## config.mk

```make
export PLATFORM = sky130hd
export DESIGN_NAME = sync_period_scheduler
export DESIGN_NICKNAME = d
export VERILOG_FILES = /design/src/rtl/sync_sched_pkg.sv /design/src/rtl/sync_period_scheduler_edge_sync.sv /design/src/rtl/sync_period_scheduler.sv
export SDC_FILE = /design/constraint.sdc
export NUM_CORES = 1
export LEC_CHECK = 0
export BUFFER_PORTS_ARGS = -buffer_cell sky130_fd_sc_hd__buf_2
export CAP_MARGIN = 20
export CORE_MARGIN = 2
export CORE_UTILIZATION = 45
export CTS_CLUSTER_DIAMETER = 150
export DETAILED_ROUTE_END_ITERATION = 10
export GPL_TIMING_DRIVEN = 0
export HOLD_SLACK_MARGIN = 0.08
export SYNTH_ARGS = -nofsm -noshare
export SYNTH_HDL_FRONTEND = slang
export SYNTH_SLANG_ARGS = --single-unit
```

## constraint.sdc

```tcl
create_clock -name user_clk -period 8.85 [get_ports user_clk]
set_input_delay 1.77 -clock user_clk [delete_from_list [all_inputs] [get_ports user_clk]]
set_output_delay 1.77 -clock user_clk [all_outputs]
set_load 0.05 [all_outputs]
```

## src/rtl/sync_sched_pkg.sv

```systemverilog
// sync_sched_pkg: shared state type and cfg_word bit positions for the sync period scheduler
package sync_sched_pkg;
    typedef enum logic [1:0] {IDLE, WAIT_EXT, RUN} state_t;
    localparam int ARM_BIT     = 31;
    localparam int STOP_BIT    = 30;
    localparam int ONESHOT_BIT = 29;
    localparam int EXTMODE_BIT = 28;
endpackage

```

## src/rtl/sync_period_scheduler_edge_sync.sv

```systemverilog
// sync_edge_sync: two-flop synchroniser followed by a rising-edge detector
//   clk   : destination clock
//   rst_n : asynchronous active-low reset
//   d     : asynchronous input
//   rise  : one-cycle strobe when the synchronised input goes 0 -> 1
module sync_edge_sync (
    input  logic clk,
    input  logic rst_n,
    input  logic d,
    output logic rise
);
    logic [2:0] sr;
    always_ff @(posedge clk or negedge rst_n)
        if (!rst_n) sr <= '0;
        else        sr <= {sr[1:0], d};
    // sr[1] is the second synchroniser flop, sr[2] its previous value
    assign rise = sr[1] & ~sr[2];
endmodule

```

## src/rtl/sync_period_scheduler.sv

```systemverilog
// sync_period_scheduler: arms, starts, times and stops a periodic sync pulse train from cfg_word
//   user_clk    : clock
//   user_rst_n  : asynchronous active-low reset
//   cfg_word    : [31] arm (rising edge), [30] stop, [29] one_shot, [28] ext_mode, [PERIOD_W-1:0] period_m1
//   ext_sync_in : asynchronous external start trigger
//   sync_out    : SYNC_WIDTH-cycle pulse every period_m1+1 cycles
//   sync_cnt    : pulses issued since the last accepted arm
//   running     : high while waiting for the trigger or running
//   cfg_err     : last arm was rejected because the period was too short
module sync_period_scheduler
    import sync_sched_pkg::*;
#(
    parameter int PERIOD_W   = 28,
    parameter int SYNC_WIDTH = 4,
    parameter int CNT_W      = 32
) (
    input  logic             user_clk,
    input  logic             user_rst_n,
    input  logic [31:0]      cfg_word,
    input  logic             ext_sync_in,
    output logic             sync_out,
    output logic [CNT_W-1:0] sync_cnt,
    output logic             running,
    output logic             cfg_err
);
    state_t state, state_n;
    logic arm_q, ext_rise, stop, arm_rise, arm_ok, wrap, start, os_sh, sync_out_n;
    logic [PERIOD_W-1:0] p_sh, cnt, cnt_n;
    logic [CNT_W-1:0] sync_cnt_n;

    sync_edge_sync u_ext (
        .clk   (user_clk),
        .rst_n (user_rst_n),
        .d     (ext_sync_in),
        .rise  (ext_rise)
    );

    // stop masks arm entirely, so an arm+stop cycle neither starts nor flags an error
    assign stop     = cfg_word[STOP_BIT];
    assign arm_rise = cfg_word[ARM_BIT] & ~arm_q & ~stop;
    assign arm_ok   = arm_rise & (cfg_word[PERIOD_W-1:0] >= PERIOD_W'(SYNC_WIDTH));
    assign wrap     = cnt == p_sh;
    assign running  = state != IDLE;

    always_ff @(posedge user_clk or negedge user_rst_n)
        if (!user_rst_n) begin
            state    <= IDLE;
            arm_q    <= 1'b0;
            cnt      <= '0;
            sync_out <= 1'b0;
            sync_cnt <= '0;
            cfg_err  <= 1'b0;
            p_sh     <= '0;
            os_sh    <= 1'b0;
        end else begin
            state    <= state_n;
            arm_q    <= cfg_word[ARM_BIT];
            cnt      <= cnt_n;
            sync_out <= sync_out_n;
            sync_cnt <= sync_cnt_n;
            if (arm_rise) cfg_err <= ~arm_ok;
            if (arm_ok) begin
                p_sh  <= cfg_word[PERIOD_W-1:0];
                os_sh <= cfg_word[ONESHOT_BIT];
            end
        end

    always_comb begin
        state_n = state;
        if (stop)                          state_n = IDLE;
        else if (arm_ok)                   state_n = cfg_word[EXTMODE_BIT] ? WAIT_EXT : RUN;
        else if (state == WAIT_EXT && ext_rise) state_n = RUN;
        else if (state == RUN && wrap && os_sh) state_n = IDLE;
    end

    // start marks the cycle before a pulse's first high cycle: the counter restarts at 0
    always_comb begin
        start      = state_n == RUN && (state != RUN || arm_ok || wrap);
        cnt_n      = (start || state_n != RUN) ? '0 : cnt + PERIOD_W'(1);
        sync_out_n = state_n == RUN && cnt_n < PERIOD_W'(SYNC_WIDTH);
        sync_cnt_n = (arm_ok ? '0 : sync_cnt) + CNT_W'(start);
    end
endmodule
```

**Word level (Yosys, flattened, before mapping)**

Index checks and enable logic that the tools add are counted.
W data, S select, Z words.

- Bits in registers: 97
- Output and inout bits: 35

- $add $sub $neg: 2
- Order comparisons: 2
- Eq/ne operators: 6
- Muxes and demuxes: 7
- Bitwise operators: 8
- Reduce and logical (&&, ||, !) cells: 9

Operator list:

| cell | number |
|---|---|
| $add A32 B1 Y32 | 1 |
| $mux W32 | 1 |
| $add A28 B1 Y28 const B | 1 |
| $eq A28 B28 Y1 | 1 |
| $ge A28 B3 Y1 const B | 1 |
| $lt A28 B3 Y1 const B | 1 |
| $mux W28 | 1 |
| $mux W2 | 5 |
| $logic_and A1 B1 Y1 | 5 |
| $and A1 B1 Y1 | 4 |
| $eq A2 B2 Y1 const B | 2 |
| $ne A2 B2 Y1 const B | 2 |
| $not A1 Y1 | 4 |
| $logic_or A1 B1 Y1 | 3 |
| $eq A2 B1 Y1 const B | 1 |
| $reduce_bool A2 Y1 | 1 |

**Longest topological paths before layout**

- Depth after elaboration: 13
- Gate-level depth with buffers: 16
- Depth with buffers taken out: 14

**By module**

From an unflattened synthesis, not the netlist that was laid out.

- Cell total of the unflattened synthesis: 562
- Area total of the unflattened synthesis: 5112.4 sq um

By module, submodules not included:

| module | times used | cells each | area an instance (sq um) |
|---|---|---|---|
| sync_period_scheduler | 1 | 558 | 5023.6 |
| sync_edge_sync | 1 | 4 | 88.8 |

**Worst setup path after synthesis**

OpenSTA, ideal clock, no wires.

- Kind: input to register
- Start: input port cfg_word[27]
- End: register sync_cnt[26]
- Setup time: 0.132 ns
- Arrival: 4.321 ns
- Data required time: 8.718 ns
- Setup slack: 4.397 ns
- Cell stages on the path: 14
- Path buffers: 2
- Cells stage by stage: nor4_1 nand4_1 o21a_1 clkbuf_1 a211o_1 and3_1 ha_1 ha_1 and3_1 nand3b_1 clkbuf_1 nor4_1 xnor2_1 nor2_1

- Longest elaborated chain between the ends: 7
- Elaborated cells between the ends (all ways): 10
- Those cells by class: add/sub (1); order compare (1); eq/ne (1); mux (3); bitwise (1); reduce/logical (3)

RTL lines:

| element | RTL line | RTL |
|---|---|---|
| start, declared | sync_period_scheduler.sv:19 | `input logic [31:0] cfg_word,` |
| $ge A28 B3 Y1 (*) | sync_period_scheduler.sv:41 | `assign arm_ok = arm_rise & (cfg_word[PERIOD_W-1:0] >= PERIOD_W'(SYNC_WIDTH));` |
| $and A1 B1 Y1 (*) | sync_period_scheduler.sv:41 |  |
| $mux W2 | sync_period_scheduler.sv:71 | `else if (arm_ok) state_n = cfg_word[EXTMODE_BIT] ? WAIT_EXT : RUN;` |
| $mux W2 | sync_period_scheduler.sv:70 | `if (stop) state_n = IDLE;` |
| $eq A2 B2 Y1 | sync_period_scheduler.sv:78 | `start = state_n == RUN && (state != RUN \|\| arm_ok \|\| wrap);` |
| $logic_and A1 B1 Y1 | sync_period_scheduler.sv:78 |  |
| $add A32 B1 Y32 (*) | sync_period_scheduler.sv:81 | `sync_cnt_n = (arm_ok ? '0 : sync_cnt) + CNT_W'(start);` |
| net sync_cnt_n[26] | sync_period_scheduler.sv:29 | `logic [CNT_W-1:0] sync_cnt_n;` |
| end signal, assigned | sync_period_scheduler.sv:60 | `sync_cnt <= sync_cnt_n;` |
| end, declared | sync_period_scheduler.sv:22 | `output logic [CNT_W-1:0] sync_cnt,` |

Mark *: on every way through the listed nets, which the timed path passes. The rest lies on a longest branch.
A chain may end at the register's enable or synchronous reset.

**Final worst setup path**

- Start: input port cfg_word[20]
- End: register sync_cnt[26]

Same word-level chain as after synthesis.

==> results.md <==
- Rows: 39
- Fraction of registers with async set/reset: 1.000
- RSZ-0062 raised after global routing: false
- Top cells by count, synth: dfrtp_1 (97), nor2_1 (73), xnor2_1 (61), mux2_2 (30), xor2_1 (25)
- Hpwl dp: between 8000 and 9000 µm
- Syn nets: 536
- # diodes: 0
- Synth warn: 0
- Syn Area/Cell: around 10 µm²
- Core area: ~11000 µm²
- Initial antenna violation count: 0
- Final Skew: 7.125 ps
- Worst-path clk slew: about 70 ps
- Largest net degree at the start of global routing: 63
- Pwr per Cell Area: 168.9 nW/µm²
- Clock buffer depth: 2
- Vias in the first global route: 3792
- Max-slew violations: 0
- Slew @ Worst Pin: 624.2 ps
- Detail Route Antenna Nets: 0
- Starting Density: 0.4570
- Gpl congestion: approximately 0.82
- First-pass GRT wire length: 20060 µm
- Synth Flop Type: dfrtp_1
- DR vias: roughly 3800
- First DRT Iteration DRCs: 194
- Max-Cap Viols: 0
- Area of the mapped netlist: about 5200 µm²
- Routed length per instance: ~16 µm
- Synth area leaders: dfrtp_1 (47%), xnor2_1 (10%), mux2_2 (6.6%), nor2_1 (5.3%), xor2_1 (4.3%)
- Post-synthesis sequential element count: just under 100
- Post-CTS setup buffers: 0
- Hold-fix buffers at CTS: 0
- CP top delay family: simple AND/OR/NAND/NOR gates
- P_leak: about 2.7 nW
- HP Class: flop to flop
- Library cells used by synthesis: 53
- CP max stage cell: nor4_1
- Share of layout cells above drive strength 1: 0.2654
- Crit-path cells: buf_2 -> nor4_1 -> nand4_1 -> o21a_1 -> clkbuf_1 -> buf_1 -> nor2b_1 -> ha_1 -> ha_1 -> and3_1 -> nand3b_1 -> clkbuf_1 -> nor4_1 -> xnor2_1 -> nor2_1
- CP Launch Type: input pin
- Number of port buffers: between 60 and 70
- Crit share post-route: 0.5818
- Slew Limit Headroom: 0.5839
- Clk sinks: 97
- R2R Setup Slk: approximately 4800 ps
- Final min period: between 5000 and 6000 ps
- CTS tree: done
- Worst vdd ir: 0.1835 mV
- Arr. time, crit path: 5370 ps
- Final TNS setup: 0 ps
- Overall routed net length: 11820 µm
- Critical path class: input pin to flop
- I/O Pins: 70
- Tot GR Track Use: 0.2046
- Placed inst area: roughly 5700 µm²
- Slowest stage delay, CP: 460 ps
- Post-Syn Instances: 498
- Post-CTS sizing: 0
- H-tree levels: 3
- Total CTS buffers: 9
- Dpl cells: roughly 700
- EDFF count, synth: 0
- Routed vias/inst: between 5 and 6
- Post-Layout Cell Count: roughly 730
- Count leader, synth: dfrtp_1
- CTS Root Buffer Type: clkbuf_16
- GR Overflow Total: 0
- Design area: around 6000 µm²
- Final setup vio count: 0
- CP endpoint kind: flop
- Req. time, crit path: approximately 9100 ps
- CP Buf/Inv Count: 4
- # fillers: between 1000 and 1500
- Die height: 111.0 µm
- Status: completed
- Die X: 111.0 µm
- Seq/Total Area, Yosys: 0.4712
- Worst-Skew Late Latency: about 350 ps
- Fmax achieved: ~0.19 GHz
- Area Growth Syn to Fin: 16.59%
- Final nets: 617
- DRC: 0
- Worst Path Max Fanout: 10
- Synth area leader: dfrtp_1
- Final hold violations: 0
- Drt pass-1 iters: 4
- Full die area: around 12000 µm²
- Synth top area share: 0.4712
-- per-stage QoR --
step                utilization  setup slack (ps)  hold slack [ps]  power, mW
global placement         0.5035              3370            346.0     0.6261
finish                   0.5328              3701            358.0      1.015
CTS                      0.5328              3698            364.7      1.024
global route             0.5328              3289            369.4      1.056
detailed placement       0.5062              3324            344.2     0.6306
floorplan                     -              4397            331.2     0.5822
-- layer usage --
metal | wire length (µm) | share of wire | GRT usage | up-vias
met3 | 534 | 0.045 | 0.05631 | 21
met4 | 221 | 0.019 | 0.06750 | 0
met2 | 5109 | 0.43 | 0.2928 | 87
met1 | 5957 | 0.50 | 0.3007 | 1841
li1 | - | - | - | 1869
met5 | 0 | 0 | 0 | -
-- worst reg2reg max path: stages (launching register included) --
cell	delay, ps
dfrtp_1	360
buf_2	190
xnor2_1	260
nand4_1	100
or4_1	510
nor4_2	320
nand2_1	130
a211o_1	280
and3_1	170
ha_1	240
ha_1	240
and3_1	210
nand3b_1	170
clkbuf_1	380
nor3_1	110
xnor2_1	160
nor2_1	60
-- sequential cells by signal, summed over array words and instances, names as in the netlist --
signal	cells
state	2
p_sh	28
sync_cnt	32
u_ext.sr	3
arm_q	1
sync_out	1
os_sh	1
cnt	28
cfg_err	1
-- path summary, 6_finish.rpt --
| check | cells after the start | start | to |
|---|---|---|---|
| worst max-delay path | 15 | cfg_word[20] | sync_cnt[26] |
| worst min-delay path | 0 | u_ext.sr[0] | u_ext.sr[1] |
| worst max register to register | 16 | cnt[19] | sync_cnt[24] |
| worst min register to register | 0 | u_ext.sr[0] | u_ext.sr[1] |
| max in group asynchronous | 2 | user_rst_n | sync_cnt[5] |
| min in group asynchronous | 1 | user_rst_n | cnt[4] |
-- power by group --
group	switching, mW	internal [mW]	total [mW]
Clock	0.176	0.216	0.392
Sequential	0.0249	0.475	0.500
Combinational	0.0673	0.0549	0.122
Total	0.268	0.746	1.01
-- cells by family after synthesis --
family          synth area share
compound gates           0.03741
buf+inv                  0.04542
flops                     0.4712
simple gates              0.2191
mux                      0.07335
fa+ha+maj               0.007288
xor+xnor                  0.1462
-- layout by cell type, fill, tap and decap left out, drive strengths merged, types with 9 or more instances in the layout --
cell type	Yosys	layout
buf	28	98
dfrtp	97	97
nor2	73	73
xnor2	61	61
mux2	30	30
xor2	25	25
nand3	24	24
nand4	19	19
nand2	18	18
clkbuf	6	18
nor3	17	17
nor4	13	13
inv	10	12
and3	9	9
-- cell type report --
cell class,instances,area [µm²],area share
well taps,143,178.9,0.02979
repair buffers,70,375.4,0.06250
clock inverters,4,33.78,0.005625
multi-input cells,357,2490,0.4146
plain buffers,34,196.4,0.03271
inverters,10,37.54,0.006250
flip-flops and latches,97,2427,0.4042
clock buffers,12,266.5,0.04438
No activity file was read; power rests on OpenSTA's default activity.
